File: config.mk
export PLATFORM = sky130hd
export DESIGN_NAME = inst_fetch_responder
export DESIGN_NICKNAME = d
export VERILOG_FILES = /design/src/rtl/inst_fetch_responder.sv
export SDC_FILE = /design/constraint.sdc
export NUM_CORES = 1
export LEC_CHECK = 0
export BUFFER_PORTS_ARGS = -buffer_cell sky130_fd_sc_hd__buf_2
export CELL_PAD_IN_SITES_DETAIL_PLACEMENT = 0
export CELL_PAD_IN_SITES_GLOBAL_PLACEMENT = 1
export CORE_UTILIZATION = 32
export CTS_CLUSTER_DIAMETER = 120
export DETAILED_ROUTE_END_ITERATION = 7
export PLACE_DENSITY_LB_ADDON = 0.1
export SYNTH_ARGS = -nofsm -noshare
export SYNTH_HDL_FRONTEND = slang
export SYNTH_SLANG_ARGS = --single-unit
File: constraint.sdc
create_clock -name clk -period 1.9 [get_ports clk]
set_clock_uncertainty 0.15 [all_clocks]
set_input_delay 0.095 -clock clk [delete_from_list [all_inputs] [get_ports clk]]
set_output_delay 0.095 -clock clk [all_outputs]
set_load 0.05 [all_outputs]
File: src/rtl/inst_fetch_responder.sv
// Fetch responder: reads PC (and PC+4 when allowed) over a single-word req/addr_ok/data_ok bus.
// Ok pulses 3 cycles after accept for single and 5 for dual at zero bus wait; bus stalls simply hold state.
module inst_fetch_responder #(
  parameter int LINE_BYTES = 32,
  parameter int DUAL_FETCH = 1
) (
  input  logic        clk,
  input  logic        rst,
  input  logic        sram_inst_ena,
  input  logic        sram_inst_uncached,
  input  logic [31:0] sram_inst_vaddr,
  input  logic [31:0] sram_inst_psyaddr,
  input  logic        inst_flush,
  output logic [31:0] sram_inst_rdata_1,
  output logic [31:0] sram_inst_rdata_2,
  output logic        sram_inst_ok_1,
  output logic        sram_inst_ok_2,
  output logic        inst_busy,
  output logic        ibus_req,
  output logic [31:0] ibus_addr,
  input  logic        ibus_addr_ok,
  input  logic        ibus_data_ok,
  input  logic [31:0] ibus_rdata
);

  localparam int OFFW = $clog2(LINE_BYTES);

  typedef enum logic [2:0] {
    IDLE  = 3'd0,
    REQ1  = 3'd1,
    WAIT1 = 3'd2,
    REQ2  = 3'd3,
    WAIT2 = 3'd4,
    RESP  = 3'd5
  } state_t;

  state_t      r_state;
  state_t      w_state_nxt;
  logic [31:0] r_addr;
  logic [31:0] r_vaddr;
  logic        r_dual;
  logic        r_cancel;
  logic [31:0] r_rdata_1;
  logic [31:0] r_rdata_2;

  logic        w_accept;
  logic        w_cancel_nxt;
  logic        w_cap_1;
  logic        w_cap_2;
  logic        w_req;
  logic [31:0] w_req_addr;
  logic        w_ok_1;
  logic        w_ok_2;
  logic        w_drop;
  logic        w_line_last;
  logic        w_dual_nxt;
  logic [31:0] w_addr_nxt;
  logic        w_unused;

  assign w_addr_nxt  = {sram_inst_psyaddr[31:2], 2'b00};
  // The second word must stay inside the same line, so the last word of a line fetches alone.
  assign w_line_last = &sram_inst_psyaddr[OFFW-1:2];
  assign w_dual_nxt  = (DUAL_FETCH != 0) && !sram_inst_uncached && !w_line_last;
  assign w_drop      = r_cancel | inst_flush;
  assign w_unused    = ^{r_vaddr, sram_inst_psyaddr[1:0]};

  always_ff @(posedge clk) begin
    if (rst) begin
      r_state   <= IDLE;
      r_addr    <= '0;
      r_vaddr   <= '0;
      r_dual    <= 1'b0;
      r_cancel  <= 1'b0;
      r_rdata_1 <= '0;
      r_rdata_2 <= '0;
    end else begin
      r_state  <= w_state_nxt;
      r_cancel <= w_cancel_nxt;
      if (w_accept) begin
        r_addr  <= w_addr_nxt;
        r_vaddr <= sram_inst_vaddr;
        r_dual  <= w_dual_nxt;
      end
      if (w_cap_1) r_rdata_1 <= ibus_rdata;
      if (w_cap_2) r_rdata_2 <= ibus_rdata;
    end
  end

  always_comb begin
    w_state_nxt  = r_state;
    w_cancel_nxt = r_cancel;
    w_accept     = 1'b0;
    w_cap_1      = 1'b0;
    w_cap_2      = 1'b0;
    w_req        = 1'b0;
    w_req_addr   = r_addr;
    w_ok_1       = 1'b0;
    w_ok_2       = 1'b0;
    case (r_state)
      IDLE: begin
        w_cancel_nxt = 1'b0;
        if (sram_inst_ena && !inst_flush) begin
          w_accept    = 1'b1;
          w_state_nxt = REQ1;
        end
      end
      // A flushed request still has to be taken by the bus; its data is dropped later.
      REQ1: begin
        w_req = 1'b1;
        if (inst_flush) w_cancel_nxt = 1'b1;
        if (ibus_addr_ok) w_state_nxt = WAIT1;
      end
      WAIT1: begin
        if (inst_flush) w_cancel_nxt = 1'b1;
        if (ibus_data_ok) begin
          if (w_drop) begin
            w_cancel_nxt = 1'b0;
            w_state_nxt  = IDLE;
          end else begin
            w_cap_1     = 1'b1;
            w_state_nxt = r_dual ? REQ2 : RESP;
          end
        end
      end
      REQ2: begin
        w_req      = 1'b1;
        w_req_addr = r_addr + 32'd4;
        if (inst_flush) w_cancel_nxt = 1'b1;
        if (ibus_addr_ok) w_state_nxt = WAIT2;
      end
      WAIT2: begin
        if (inst_flush) w_cancel_nxt = 1'b1;
        if (ibus_data_ok) begin
          if (w_drop) begin
            w_cancel_nxt = 1'b0;
            w_state_nxt  = IDLE;
          end else begin
            w_cap_2     = 1'b1;
            w_state_nxt = RESP;
          end
        end
      end
      RESP: begin
        w_ok_1      = !inst_flush;
        w_ok_2      = r_dual && !inst_flush;
        w_state_nxt = IDLE;
      end
      default: begin
        w_state_nxt = IDLE;
      end
    endcase
  end

  assign sram_inst_rdata_1 = r_rdata_1;
  assign sram_inst_rdata_2 = r_rdata_2;
  assign sram_inst_ok_1    = w_ok_1;
  assign sram_inst_ok_2    = w_ok_2;
  assign inst_busy         = (r_state != IDLE);
  assign ibus_req          = w_req;
  assign ibus_addr         = w_req_addr;

endmodule
==> impl_results.html <==
<table>
<tr><th>Metric</th><th>Value</th></tr>
<tr><th colspan="2">Hold path</th></tr>
<tr><td>Type of the most critical hold path</td><td>in2reg</td></tr>
<tr><th colspan="2">Global routing</th></tr>
<tr><td>Vias in the first global route</td><td>4400</td></tr>
<tr><td>Maximum number of pins on one net before global-route repair</td><td>58</td></tr>
<tr><td>Total GRT Usage</td><td>19.0%</td></tr>
<tr><td>Remaining Overflow, GRT</td><td>0</td></tr>
<tr><td>Number of antenna violations at the first check in global routing</td><td>0</td></tr>
<tr><td>Wire length of the first global-routing pass</td><td>21300 µm</td></tr>
<tr><th colspan="2">STA</th></tr>
<tr><td>Setup slack of the critical path after layout</td><td>-0.243 ns</td></tr>
<tr><td>Final total negative setup slack</td><td>-3.76 ns</td></tr>
<tr><td>Final hold violation count</td><td>0</td></tr>
<tr><td>Unrepaired setup endpoints after global routing</td><td>yes</td></tr>
<tr><td>Final-report max-slew violation count</td><td>0</td></tr>
<tr><td>Minimum period implied by the final worst setup slack</td><td>2.14 ns</td></tr>
<tr><td>Max Clk Rate</td><td>0.467 GHz</td></tr>
<tr><td>Final setup violation count</td><td>25</td></tr>
<tr><td>Post-route fraction of the period consumed by the critical path</td><td>113%</td></tr>
<tr><th colspan="2">Layout</th></tr>
<tr><td>Area grow syn2layout</td><td>70.0%</td></tr>
<tr><td>Final antenna diode count</td><td>0</td></tr>
<tr><td>Fill cell count</td><td>1189</td></tr>
<tr><td>Area occupied by multi-input gates</td><td>2550 µm²</td></tr>
<tr><td>Final standard cell count with taps included and fillers excluded</td><td>989</td></tr>
<tr><td>Register area</td><td>2000 µm²</td></tr>
<tr><td>Final core occ</td><td>56.7%</td></tr>
<tr><td>Fraction of layout cells with a size suffix above 1</td><td>37.2%</td></tr>
<tr><td>Final Net Count</td><td>916</td></tr>
<tr><th colspan="2">Synthesis</th></tr>
<tr><td>Mean cell area of the mapped netlist</td><td>7.75 µm²</td></tr>
<tr><td>Post-synth design cell area</td><td>4280 µm²</td></tr>
<tr><td>Synthesized instance count</td><td>552</td></tr>
<tr><td>Seq cells post-synth</td><td>99</td></tr>
<tr><td>Post-synth EDFFs</td><td>0</td></tr>
<tr><td>Share of synthesized flip-flops with an asynchronous set or reset</td><td>0%</td></tr>
<tr><td>Total of warnings raised by yosys</td><td>0</td></tr>
<tr><td>Sequential fraction of the synthesis area</td><td>46.3%</td></tr>
<tr><td>Most used DFF post-synth</td><td>sky130_fd_sc_hd__dfxtp_1</td></tr>
<tr><td>Yosys cell types</td><td>44</td></tr>
<tr><th colspan="2">Detailed routing</th></tr>
<tr><td>Count of nets left with antenna violations after detail routing</td><td>0</td></tr>
<tr><td>Drt total wl</td><td>13100 µm</td></tr>
<tr><td>Number of iterations in the first detailed-routing pass</td><td>4</td></tr>
<tr><td>Avg Vias per Cell</td><td>4.61</td></tr>
<tr><td>Detailed router's first-iteration violation count</td><td>262</td></tr>
<tr><td>Wire length per cell after detailed routing</td><td>13.2 µm</td></tr>
<tr><td>Post-route DRC</td><td>0</td></tr>
<tr><td>Count of vias placed by the detailed router</td><td>4563</td></tr>
<tr><th colspan="2">Clock network</th></tr>
<tr><td>Post-CTS clock slew at the launch and capture registers of the worst setup and hold paths</td><td>0.06 ns</td></tr>
<tr><td>Clock root buffer</td><td>sky130_fd_sc_hd__clkbuf_16</td></tr>
<tr><td>Clock insertion delay at the later pin of the skew report</td><td>0.34 ns</td></tr>
<tr><td>Clock tree from TritonCTS</td><td>built</td></tr>
<tr><td>Max H-tree Level</td><td>3</td></tr>
<tr><td>Maximum root-to-sink buffer count</td><td>2</td></tr>
<tr><td>Clock tree sinks</td><td>99</td></tr>
<tr><td>Num CTS Buffers</td><td>9</td></tr>
<tr><th colspan="2">Floorplanning</th></tr>
<tr><td>Initial Util</td><td>33.3%</td></tr>
<tr><td>IO Count</td><td>203</td></tr>
<tr><td>Core region area</td><td>12800 µm²</td></tr>
<tr><td>Height of the die</td><td>118 µm</td></tr>
<tr><td>Horizontal die dimension</td><td>118 µm</td></tr>
<tr><td>Placement row count</td><td>41</td></tr>
<tr><td>Total die area</td><td>13800 µm²</td></tr>
<tr><th colspan="2">Pwr</th></tr>
<tr><td>Peak ir drop on the vdd network</td><td>0.000489 V</td></tr>
<tr><td>LEAKAGE</td><td>0.00325 µW</td></tr>
<tr><td>Switching fraction of total power</td><td>25.8%</td></tr>
<tr><td>Comb power frac</td><td>15.8%</td></tr>
<tr><td>Clock share of power</td><td>37.4%</td></tr>
<tr><td>NetSw</td><td>1190 µW</td></tr>
<tr><td>Cell Int Power</td><td>3410 µW</td></tr>
<tr><td>Sequential Power Share</td><td>46.8%</td></tr>
<tr><td>Cell Pwr Density</td><td>632 nW/µm²</td></tr>
<tr><td>Total Power Consumption</td><td>4590 µW</td></tr>
<tr><th colspan="2">Placed design</th></tr>
<tr><td>Count of buffers inserted at the top-level ports</td><td>166</td></tr>
<tr><td>Final RePlAce weighted congestion</td><td>0.785</td></tr>
<tr><td>Total half-perimeter wirelength after legalization and detailed placement</td><td>8470 µm</td></tr>
<tr><td>Placed cell count</td><td>894</td></tr>
<tr><th colspan="2">Setup path</th></tr>
<tr><td>Worst-path fanout max</td><td>14</td></tr>
<tr><td>WP data required</td><td>1.65 ns</td></tr>
<tr><td>Worst setup path category</td><td>reg2out</td></tr>
<tr><td>Nature of the critical path startpoint</td><td>flip-flop</td></tr>
<tr><td>Sort of element at the end of the critical path</td><td>output pin</td></tr>
<tr><td>Crit path arrival time</td><td>1.90 ns</td></tr>
<tr><th colspan="2">Outcome</th></tr>
<tr><td>Result of the run</td><td>finished with violations</td></tr>
<tr><td>Violated checks</td><td>setup timing</td></tr>
<tr><th colspan="2">Flow run</th></tr>
<tr><td>Number of max-cap violations</td><td>0</td></tr>
</table>
through the flow:
step           worst slack (ns)  hold slack [ns]  instance area [µm²]
2_1_floorplan            -0.247           0.0706                 4610
3_3_place_gp            0.00447            0.188                 5870
3_5_place_dp            -0.0353            0.186                 5870
4_1_cts                  -0.289          0.00767                 7190
5_1_grt                  -0.355           0.0735                 7270
6_report                 -0.243           0.0374                 7270
final timing paths:
path	start	to	slack (ns)	depth (start not counted)
max	r_addr[10]$_SDFFE_PP0P_	ibus_addr[28]	-0.24	6
min	ibus_data_ok	r_state[2]$_SDFFE_PP0P_	0.04	4
max reg2reg	r_state[1]$_SDFFE_PP0P_	sram_inst_rdata_1[1]$_SDFFE_PP0P_	0.17	6
min reg2reg	sram_inst_rdata_1[16]$_SDFFE_PP0P_	sram_inst_rdata_1[16]$_SDFFE_PP0P_	0.30	2
logic make-up (layout without fill, tap and decap cells):
family | count (synthesis) | in the layout | share of synthesized area [%]
buf+inv | 45 | 308 | 5.24
mux | 1 | 1 | 0.263
fa+ha+maj | 2 | 2 | 0.527
xor+xnor | 30 | 30 | 6.14
compound gates | 108 | 108 | 13.0
flops | 99 | 99 | 46.3
simple gates | 266 | 267 | 28.4
other cells | 1 | 2 | 0.0877
state kept, by name, indices dropped and copies added (netlist names):
signal             cells
sram_inst_rdata_2     32
r_dual                 1
r_cancel               1
r_state                3
sram_inst_rdata_1     32
r_addr                30
cells in the final DEF (no fill, tap or decap), types with 6 or more instances in the layout:
master,count
sky130_fd_sc_hd__xnor2_4,10
sky130_fd_sc_hd__dfxtp_2,9
sky130_fd_sc_hd__a21oi_1,100
sky130_fd_sc_hd__buf_12,8
sky130_fd_sc_hd__nor2_1,6
sky130_fd_sc_hd__clkbuf_16,9
sky130_fd_sc_hd__nand4_1,12
sky130_fd_sc_hd__nand2_1,196
sky130_fd_sc_hd__xnor2_2,12
sky130_fd_sc_hd__buf_2,135
sky130_fd_sc_hd__dfxtp_1,87
sky130_fd_sc_hd__dlygate4sd3_1,66
sky130_fd_sc_hd__nand3_1,6
sky130_fd_sc_hd__buf_6,31
sky130_fd_sc_hd__buf_4,46
area by class of cell:
| type | count | share of cell area [%] |
|---|---|---|
| clock buffers | 12 | 3.53 |
| clock inverters | 4 | 0.344 |
| inverters | 5 | 0.258 |
| multi-input cells | 410 | 35.1 |
| flip-flops and latches | 99 | 27.6 |
| well taps | 172 | 2.96 |
| repair buffers | 287 | 30.2 |
what timing repair did:
| action | in CTS | in global routing |
|---|---|---|
| buffers inserted | 7 | 5 |
| pin swaps | 27 | 11 |
| hold buffers | 66 | 0 |
| gates cloned | 1 | 0 |
| endpoints found under the hold margin | 97 | 0 |
| resized for setup | 89 | 10 |
| endpoints found under the setup margin | 27 | 30 |
cells in the mapped netlist, types with 2 or more instances:
cell type / number / area share [%]
sky130_fd_sc_hd__nand2_1: 200 / 18
sky130_fd_sc_hd__a21oi_1: 100 / 12
sky130_fd_sc_hd__dfxtp_1: 99 / 46
sky130_fd_sc_hd__xnor2_1: 23 / 4.7
sky130_fd_sc_hd__clkbuf_1: 22 / 1.9
sky130_fd_sc_hd__nand4_1: 12 / 1.8
sky130_fd_sc_hd__nand3_1: 11 / 1.3
sky130_fd_sc_hd__buf_4: 8 / 1.4
sky130_fd_sc_hd__buf_2: 7 / 0.82
sky130_fd_sc_hd__xor2_1: 7 / 1.4
sky130_fd_sc_hd__nor2_1: 6 / 0.53
sky130_fd_sc_hd__and3_1: 5 / 0.73
sky130_fd_sc_hd__inv_1: 5 / 0.44
sky130_fd_sc_hd__nor3_1: 5 / 0.59
sky130_fd_sc_hd__and4_1: 3 / 0.61
sky130_fd_sc_hd__nor2b_1: 3 / 0.44
sky130_fd_sc_hd__and2_1: 2 / 0.29
sky130_fd_sc_hd__and3_2: 2 / 0.35
sky130_fd_sc_hd__buf_6: 2 / 0.53
sky130_fd_sc_hd__nand2b_1: 2 / 0.29
sky130_fd_sc_hd__nand4b_1: 2 / 0.41
sky130_fd_sc_hd__nor3_2: 2 / 0.47
sky130_fd_sc_hd__nor3b_1: 2 / 0.35
sky130_fd_sc_hd__o21ai_0: 2 / 0.23
worst max-delay path: stages, from the launching register on:
cell and delay (ns):
sky130_fd_sc_hd__dfxtp_4 0.36, sky130_fd_sc_hd__nand4_4 0.11, sky130_fd_sc_hd__nor4_4 0.32, sky130_fd_sc_hd__buf_12 0.17, sky130_fd_sc_hd__nand4b_1 0.22, sky130_fd_sc_hd__xnor2_4 0.20, sky130_fd_sc_hd__buf_6 0.18
routing by layer:
| metal | vias to the layer above | GRT usage (%) | part of all wire [%] |
|---|---|---|---|
| li1 | 2321 | - | - |
| met3 | 13 | 5.38 | 5.5 |
| met5 | - | 0 | 0 |
| met1 | 2110 | 22.2 | 43 |
| met2 | 119 | 33.3 | 50 |
| met4 | 0 | 6.09 | 1.7 |
power groups by stage:
stage / registers, µW / clock network (µW) / logic, µW
final: 2150 / 1720 / 726
after global routing: 2160 / 1890 / 776
after CTS: 2150 / 1780 / 722
after detailed placement: 2190 / 0 / 572
after global placement: 2190 / 0 / 567
after floorplan: 2230 / 0 / 326
(Power assumes the default switching activity.)
